**src/rtl/issue_sched_pkg.sv**
```systemverilog
// Shared opcode/funct encodings and register constants for the issue scheduler.
package issue_sched_pkg;

    localparam logic [5:0] OP_RTYPE = 6'h00;
    localparam logic [5:0] OP_J_AL  = 6'h03;
    localparam logic [5:0] OP_BEQ   = 6'h04;
    localparam logic [5:0] OP_ADDI  = 6'h08;
    localparam logic [5:0] OP_LW    = 6'h23;
    localparam logic [5:0] OP_SW    = 6'h2b;

    localparam logic [5:0] FN_JR    = 6'h08;
    localparam logic [5:0] FN_ADD   = 6'h20;

    localparam logic [4:0] REG_RA   = 5'd31;

endpackage

```
**src/rtl/issue_sched_ins_class.sv**
```systemverilog
// Combinational instruction classifier: control/memory class, destination and sources.
module ins_class
    import issue_sched_pkg::*;
(
    input  logic [31:0] ins,
    output logic        is_ctrl,
    output logic        is_mem,
    output logic        has_dst,
    output logic [4:0]  dst,
    output logic [4:0]  src_a,
    output logic [4:0]  src_b,
    output logic        has_b
);

    logic [5:0] op;
    logic [5:0] funct;
    logic       is_jr;
    logic       is_rtype;
    logic       unused_shamt;

    assign op           = ins[31:26];
    assign funct        = ins[5:0];
    assign is_jr        = (op == OP_RTYPE) && (funct == FN_JR);
    assign is_rtype     = (op == OP_RTYPE) && !is_jr;
    assign unused_shamt = ^ins[10:6];

    // Decode class, destination and source registers from opcode fields.
    always_comb begin
        is_ctrl = is_jr || (op == OP_J_AL) || (op == OP_BEQ);
        is_mem  = (op == OP_LW) || (op == OP_SW);
        has_dst = 1'b0;
        dst     = 5'd0;
        src_a   = ins[25:21];
        src_b   = ins[20:16];
        has_b   = is_rtype || (op == OP_SW) || (op == OP_BEQ);
        if (is_rtype) begin
            has_dst = 1'b1;
            dst     = ins[15:11];
        end else if ((op == OP_ADDI) || (op == OP_LW)) begin
            has_dst = 1'b1;
            dst     = ins[20:16];
        end else if (op == OP_J_AL) begin
            has_dst = 1'b1;
            dst     = REG_RA;
        end
    end

endmodule

```
**src/rtl/issue_sched.sv**
```systemverilog
// Dual-issue instruction queue and scheduler between fetch and register read.
//
//   state      | meaning
//   -----------+---------------------------------------------------------
//   ST_ISSUE   | normal operation, issue 0..2 instructions per cycle
//   ST_WAIT_BR | control instruction in flight; no issue until resolved
module issue_sched
    import issue_sched_pkg::*;
#(
    parameter int DEPTH = 8,
    parameter int AW    = 3
) (
    input  logic          clk,
    input  logic          rst,
    input  logic          f_valid,
    input  logic [31:0]   f_ins0,
    input  logic [31:0]   f_ins1,
    input  logic [31:0]   f_pc,
    output logic          f_ready,
    input  logic          dual_en,
    input  logic          ex_stall,
    input  logic          br_resolve,
    input  logic          br_taken,
    output logic          iss_v0,
    output logic [31:0]   iss_ins0,
    output logic [31:0]   iss_pc0,
    output logic          iss_v1,
    output logic [31:0]   iss_ins1,
    output logic [31:0]   iss_pc1,
    output logic [AW:0]   count
);

    typedef enum logic {ST_ISSUE = 1'b0, ST_WAIT_BR = 1'b1} state_t;

    state_t        state;
    logic [63:0]   mem [DEPTH];
    logic [AW-1:0] wr_ptr;
    logic [AW-1:0] rd_ptr;
    logic [AW-1:0] rd_ptr1;
    logic [63:0]   ent0;
    logic [63:0]   ent1;

    logic          c0_is_ctrl, c0_is_mem, c0_has_dst, c0_has_b;
    logic [4:0]    c0_dst, c0_src_a, c0_src_b;
    logic          c1_is_ctrl, c1_is_mem, c1_has_dst, c1_has_b;
    logic [4:0]    c1_dst, c1_src_a, c1_src_b;
    logic          unused_c0;

    logic          flush;
    logic          resume;
    logic          enq;
    logic          take0;
    logic          take1;
    logic          hazard_ok;
    logic [AW:0]   n_iss;

    assign rd_ptr1   = rd_ptr + AW'(1);
    assign ent0      = mem[rd_ptr];
    assign ent1      = mem[rd_ptr1];
    assign f_ready   = (count <= (AW+1)'(DEPTH - 2));
    assign flush     = (state == ST_WAIT_BR) && br_resolve && br_taken;
    assign resume    = (state == ST_WAIT_BR) && br_resolve && !br_taken;
    assign enq       = f_valid && f_ready && !flush;
    assign unused_c0 = c0_is_mem ^ c0_has_b ^ (^c0_src_a) ^ (^c0_src_b);

    ins_class u_cls0 (
        .ins     (ent0[31:0]),
        .is_ctrl (c0_is_ctrl),
        .is_mem  (c0_is_mem),
        .has_dst (c0_has_dst),
        .dst     (c0_dst),
        .src_a   (c0_src_a),
        .src_b   (c0_src_b),
        .has_b   (c0_has_b)
    );

    ins_class u_cls1 (
        .ins     (ent1[31:0]),
        .is_ctrl (c1_is_ctrl),
        .is_mem  (c1_is_mem),
        .has_dst (c1_has_dst),
        .dst     (c1_dst),
        .src_a   (c1_src_a),
        .src_b   (c1_src_b),
        .has_b   (c1_has_b)
    );

    // Issue decision for this cycle; a dest of $0 on the head blocks pairing.
    always_comb begin
        hazard_ok = !c0_has_dst ||
                    ((c0_dst != 5'd0) &&
                     (c0_dst != c1_src_a) &&
                     (!c1_has_b   || (c0_dst != c1_src_b)) &&
                     (!c1_has_dst || (c0_dst != c1_dst)));
        take0 = (state == ST_ISSUE) && !ex_stall && (count != '0);
        take1 = take0 && (count >= (AW+1)'(2)) && dual_en &&
                !c0_is_ctrl && !c1_is_ctrl && !c1_is_mem && hazard_ok;
        n_iss = (AW+1)'(take0) + (AW+1)'(take1);
    end

    // Queue storage; contents need no reset.
    always_ff @(posedge clk) begin
        if (enq) begin
            mem[wr_ptr]          <= {f_pc, f_ins0};
            mem[wr_ptr + AW'(1)] <= {f_pc + 32'd1, f_ins1};
        end
    end

    // Pointers, occupancy, FSM and registered issue outputs; flush overrides stall.
    always_ff @(posedge clk or posedge rst) begin
        if (rst) begin
            state    <= ST_ISSUE;
            wr_ptr   <= '0;
            rd_ptr   <= '0;
            count    <= '0;
            iss_v0   <= 1'b0;
            iss_ins0 <= '0;
            iss_pc0  <= '0;
            iss_v1   <= 1'b0;
            iss_ins1 <= '0;
            iss_pc1  <= '0;
        end else if (flush) begin
            state    <= ST_ISSUE;
            rd_ptr   <= wr_ptr;
            count    <= '0;
            iss_v0   <= 1'b0;
            iss_ins0 <= '0;
            iss_pc0  <= '0;
            iss_v1   <= 1'b0;
            iss_ins1 <= '0;
            iss_pc1  <= '0;
        end else begin
            if (enq) begin
                wr_ptr <= wr_ptr + AW'(2);
            end
            count <= count + (enq ? (AW+1)'(2) : '0) - n_iss;
            if (resume) begin
                state <= ST_ISSUE;
            end else if (take0 && c0_is_ctrl) begin
                state <= ST_WAIT_BR;
            end
            if (!ex_stall) begin
                rd_ptr   <= rd_ptr + n_iss[AW-1:0];
                iss_v0   <= take0;
                iss_ins0 <= take0 ? ent0[31:0]  : '0;
                iss_pc0  <= take0 ? ent0[63:32] : '0;
                iss_v1   <= take1;
                iss_ins1 <= take1 ? ent1[31:0]  : '0;
                iss_pc1  <= take1 ? ent1[63:32] : '0;
            end
        end
    end

endmodule

```
**config.mk**
```make
export PLATFORM = sky130hd
export DESIGN_NAME = issue_sched
export DESIGN_NICKNAME = d
export VERILOG_FILES = /design/src/rtl/issue_sched_pkg.sv /design/src/rtl/issue_sched_ins_class.sv /design/src/rtl/issue_sched.sv
export SDC_FILE = /design/constraint.sdc
export NUM_CORES = 1
export LEC_CHECK = 0
export CORE_AREA = 2 2 251 253
export CTS_CLUSTER_DIAMETER = 120
export DETAILED_ROUTE_END_ITERATION = 10
export DIE_AREA = 0 0 253 255
export PLACE_DENSITY = 0.79
export SLEW_MARGIN = 0
export SYNTH_ARGS = -nofsm -noshare
export SYNTH_HDL_FRONTEND = slang
export SYNTH_SLANG_ARGS = --single-unit
```
**constraint.sdc**
```tcl
create_clock -name clk -period 6.6 [get_ports clk]
set_input_delay 1.32 -clock clk [delete_from_list [all_inputs] [get_ports clk]]
set_output_delay 1.32 -clock clk [all_outputs]
set_load 0.01 [all_outputs]
```
After elaboration in Yosys (flattened, before gate mapping) --
Memory sizes are Yosys's and may differ from the RTL's. Index checks and enable logic that the tools add are counted.
Operators by class: bitwise operators 2, reduce and logical (&&, ||, !) cells 50, equal/unequal tests 15, $lt $le $gt $ge 2, multiply operators 0, muxes and demuxes 37, shifts and indexed selects 0, $add $sub $neg 8, div/mod/pow operators 0
Operators with widths (count):
- 32-bit 2-to-1 mux | 12
- 32-bit by 1-bit adder with 32-bit output (second input constant) | 1
- 5-bit 2-to-1 mux | 6
- 6-bit by 4-bit == test with 1-bit output (second input constant) | 4
- 1-bit logical AND | 21
- 6-bit == test (second input constant) | 3
- 1-bit 2-to-1 mux | 15
- 5-bit inequality test | 3
- 6-bit by 2-bit == test with 1-bit output (second input constant) | 2
- 6-bit by 3-bit == test with 1-bit output (second input constant) | 2
- 6-bit logical NOT | 2
- 1-bit logical OR | 12
- 1-bit logical NOT | 11
- 3-bit by 1-bit adder with 3-bit output (second input constant) | 2
- 3-bit 2-to-1 mux | 2
- 5-bit nonzero test | 1
- 4-bit by 2-bit adder with 4-bit output | 1
- 4-bit by 2-bit greater-or-equal comparator with 1-bit output (second input constant) | 1
- 4-bit by 3-bit less-or-equal comparator with 1-bit output (second input constant) | 1
- 4-bit 2-to-1 mux | 1
- 4-bit nonzero test | 1
- 4-bit by 2-bit subtractor with 4-bit output | 1
- 3-bit by 2-bit adder with 3-bit output | 1
- 3-bit by 2-bit adder with 3-bit output (second input constant) | 1
- 6 further kinds | 7
Word-level totals: register bits 141, word-level logic and storage cells 125, bits of input ports 103, RAM bits 512, output and inout port bits 135, memories 1, bits in read-only memories 0, latch bits 0
Memory list:
- mem | depth 8, bits a word 64, read ports 2, clocked after memory_dff 0, write ports 2, line issue_sched.sv:36 | logic [63:0] mem [DEPTH];

Logic depth before layout (Yosys ltp) --
An unclocked memory read counts as a cell.
depth in word-level cells 18, mapped depth 28, gate-level depth less buffers 19

Cells and area by module --
Synthesis repeated with hierarchy kept, for this count alone.
Unflattened totals: cells, all modules 1682, area total of the unflattened synthesis 30138.9 µm²
Modules (own cells, without submodules):
- issue_sched | area an instance 29450.7 µm², cells each 1582, sequential area each 18878.1 µm², instances 1
- ins_class | area an instance 344.1 µm², cells each 50, sequential area each 0.0 µm², instances 2

Worst setup path after synthesis --
No wires, ideal clock.
path type input -> register, start input port br_resolve, end memory mem[0][0] (enable), arrival 5.107 ns, setup slack 0.991 ns, data required time 6.098 ns, path buffers 2, stages 5, library setup time 0.502 ns, cells stage by stage and3_1 -> clkbuf_1 -> and3b_1 -> clkbuf_1 -> and2_1
RTL lines:
- start: declaration | line issue_sched.sv:22 | input logic br_resolve,
- end: declaration | line issue_sched.sv:36

Final worst setup path --
start register rd_ptr[0], end register count[3]
Between the ends: word-level cells in the longest chain between the ends 17
Ends and longest elaborated chain:
- start: declaration | line issue_sched.sv:38 | logic [AW-1:0] rd_ptr;
- start signal: assignment | line issue_sched.sv:124 | rd_ptr <= wr_ptr;
- start signal: assignment | line issue_sched.sv:143 | rd_ptr <= rd_ptr + n_iss[AW-1:0];
- 3-bit by 1-bit adder with 3-bit output | line issue_sched.sv:57 | assign rd_ptr1 = rd_ptr + AW'(1);
- memory read 8 x 64 bit *
- parallel branches: the longest is 11 deep, another holds 6-bit by 2-bit == test with 1-bit output
- 1-bit logical AND * | line issue_sched.sv:97 | !c0_is_ctrl && !c1_is_ctrl && !c1_is_mem && hazard_ok;
- 1-bit by 1-bit adder with 2-bit output * | line issue_sched.sv:98 | n_iss = (AW+1)'(take0) + (AW+1)'(take1);
- 4-bit by 2-bit subtractor with 4-bit output * | line issue_sched.sv:136 | count <= count + (enq ? (AW+1)'(2) : '0) - n_iss;
- 4-bit 2-to-1 mux * | line issue_sched.sv:122 | end else if (flush) begin
- end signal: assignment | line issue_sched.sv:136
- end: declaration | line issue_sched.sv:30 | output logic [AW:0] count
Every way passes the cells marked *. A chain may end at the register's enable or synchronous reset.

==> metrics.cfg <==
[yosys]
ys.flop_type = edfxtp_1
synth_warnings = 0
avgSynthCellArea_um2 = 16.6
syn_nets = 1966
ys_ff_latch = 652
synth_cells = 1848
synth-edff-count = 512
synth.distinct_cells = 73
netlist_area_um2 = 30600
ys_seq_area_frac = 0.617
synthArstFlopShare = 0.215

[power_and_ir_drop]
clock_power_share = 0.206
sw_frac_of_total = 0.387
power_density_nw_per_um2 = 539
switchingPower_mw = 7.52
p_comb_frac = 0.479
leakagePower_nw = 12.4
internal-power_mw = 11.9
vdd_drop_max_mv = 0.424
pwr-share-seq = 0.315

[final_layout]
nFillCells = 4570
final_cell_mix = edfxtp_1, mux4_2, clkdlybuf4s50_1
layout_commonest_cell = edfxtp_1
nNetsFinal = 2179
final_area_um2 = 36100
layoutNonFillerInstCount = 2917
area_growth_pct = 18.0
drive_gt1_frac = 0.207

[placement]
place_ws_ns = 0.759
dp.final_hpwl_um = 51400
dp_cells = 2791
place_congestion = 0.913
placed_area_um2 = 33800
io_buffers = 237

[setup_path]
path_max_fanout = 54
slowest_stage = dfrtp_4
cp.arrival_ns = 6.39
rr_worst_depth = 19
end_kind = flop
critPathMaxStageDelay_ns = 0.67
cp-start-kind = flop
cp_data_required_time_ns = 7.07
path_class = reg2reg
crit_chain = buf_12 -> mux4_2 -> mux2i_2 -> nand2_1 -> a21oi_1 -> o21a_2 -> o21ai_0 -> a32o_1 -> o211ai_1 -> nand3_4 -> o21ai_1 -> ha_1 -> inv_1 -> fa_1 -> ha_1 -> inv_1 -> fa_1 -> xnor2_1 -> nor2_1

[cts]
ctsResizeCount = 0
cts_hold_buf = 0
cts_tree = built
clk_latency_ns = 0.62
clock_path_buffers = 3
numCtsBuffers = 67
post_cts_buffers = 0
htree_num_levels = 3
clk_transition_reported_paths_ns = 0.06
cts_root_buffer = clkbuf_16
clock_sinks = 652

[grt]
grt_pass1_vias = 19600
antenna_found_initial = 4
grt_pass1_wl_um = 121000
track_usage = 0.250
grt-ovfl-total = 0
grt_max_degree = 94

[timing]
setup_violations = 0
final-hold-violation-count = 0
max_slew_margin = 0.263
finalWorstSetupSlack_ns = 0.681
skew_ns = 0.0241
hold_slack_ns = 0.482
worstMarginPinSlew_ns = 1.11
max_freq_mhz = 169
fin_crit_sh = 0.897
slew_violations = 0
finalSetupTns_ns = 0
finalCriticalPeriod_ns = 5.92
rsz0062_at_grt = false

[route]
routed_via_density = 6.55
drtPass1Iterations = 5
ant_nets = 0
routed_wl_um = 80400
drt_iter0_drc = 2221
vias = 19100
route.detailed.drc = 0
wire_per_inst_um = 27.6

[floorplanning]
dieArea_um2 = 64500
die_w_um = 253
rows = 92
num_io_pins = 238
core_um2 = 62200
initial_core_util = 0.492
fp.dieH_um = 255

[outcome]
outcome = finished clean

[job]
maxCapViolations = 0

[worst_hold_path]
hp-class = reg2reg
min_path_cells = 2

metal layers:
metal | vias up | share of wire | GRT usage
li1 | 7974 | - | -
met1 | 9882 | 0.38 | 0.338
met3 | 188 | 0.097 | 0.0471
met5 | - | 0.00039 | 0
met2 | 1050 | 0.49 | 0.407
met4 | 6 | 0.036 | 0.0982
cells in the mapped netlist, types with 8 or more instances:
| cell type | instances | area [um2] |
|---|---|---|
| nand2_1 | 129 | 484 |
| buf_6 | 12 | 135 |
| nor2_1 | 82 | 308 |
| ha_1 | 12 | 150 |
| nand4_1 | 13 | 81.3 |
| a22oi_1 | 54 | 405 |
| dfrtp_1 | 140 | 3500 |
| buf_2 | 25 | 125 |
| inv_1 | 25 | 93.8 |
| o21ai_0 | 69 | 345 |
| clkbuf_1 | 67 | 251 |
| xnor2_1 | 32 | 280 |
| nor3_1 | 18 | 90.1 |
| nor3b_1 | 8 | 60.1 |
| mux2i_1 | 120 | 1200 |
| nand3_1 | 29 | 145 |
| edfxtp_1 | 512 | 15400 |
| a21oi_1 | 14 | 70.1 |
| mux4_2 | 245 | 5520 |
| mux2_2 | 17 | 191 |
| a32oi_1 | 13 | 114 |
| buf_1 | 20 | 75.1 |
| o31ai_1 | 64 | 480 |
registers in the layout, summed over array words and instances, names as in the netlist:
register,count
iss_v0,1
mem,512
count,4
iss_ins0,32
rd_ptr,3
iss_ins1,32
wr_ptr,2
state,1
iss_pc0,32
iss_pc1,32
iss_v1,1
power by group through the flow:
stage	clock network (mW)	logic [mW]	registers [mW]
2_1_floorplan	0	6.29	6.06
3_3_place_gp	0	9.00	6.12
3_5_place_dp	0	9.24	6.18
4_1_cts	4.05	9.30	6.11
5_1_grt	4.20	9.96	6.20
6_report	4.00	9.32	6.12
critical path, delay by kind of cell (launching register included):
kind	cells	cell delay (ns)
AOI/OAI and AO/OA	6	1.82
adders and majority gates	4	1.27
muxes	2	0.94
DFF	1	0.67
buffers and inverters	3	0.48
and+or+nand+nor	3	0.35
xor gates and xnor gates	1	0.18
per-stage QoR:
stage / util / power [mW]
6_report: 0.581 / 19.4
5_1_grt: 0.581 / 20.4
4_1_cts: 0.581 / 19.5
3_5_place_dp: 0.543 / 15.4
3_3_place_gp: 0.543 / 15.1
2_1_floorplan: - / 12.4
layout make-up:
cell class / count / area (um2) / share of cell area
clock inverters: 44 / 498 / 0.0138
flip-flops and latches: 652 / 18900 / 0.523
multi-input cells: 1040 / 11100 / 0.306
repair buffers: 275 / 2720 / 0.0753
clock buffers: 80 / 1840 / 0.0509
well taps: 799 / 1000 / 0.0277
diodes: 2 / 5.00 / 0.000139
inverters: 25 / 98.8 / 0.00274
cell families (layout without fill, tap and decap cells):
family / after synthesis / in the layout / synth area share
adder cells (fa/ha/maj): 15 / 15 / 0.00687
multiplexers: 384 / 384 / 0.227
flip-flops: 652 / 652 / 0.617
AND/OR/NAND/NOR: 329 / 329 / 0.0506
other: 0 / 2 / 0
AO/OA/AOI/OAI: 272 / 272 / 0.0626
buffers and inverters: 156 / 424 / 0.0240
XOR/XNOR: 40 / 40 / 0.0117
path summary, 6_finish.rpt:
| path | from | endpoint | slack [ns] |
|---|---|---|---|
| setup reg to reg | rd_ptr[0]$_DFFE_PP0P_ | count[3]$_DFF_PP0_ | 0.68 |
| hold / removal | iss_pc0[8]$_DFFE_PP0P_ | iss_pc0[8]$_DFFE_PP0P_ | 0.48 |
| hold reg to reg | iss_pc0[8]$_DFFE_PP0P_ | iss_pc0[8]$_DFFE_PP0P_ | 0.48 |
| min in group asynchronous | rst | iss_ins0[15]$_DFFE_PP0P_ | 1.33 |
| setup / recovery | rd_ptr[0]$_DFFE_PP0P_ | count[3]$_DFF_PP0_ | 0.68 |
| max in group asynchronous | rst | iss_pc0[21]$_DFFE_PP0P_ | 3.99 |
Note: power is estimated with default switching activity, not from simulation.
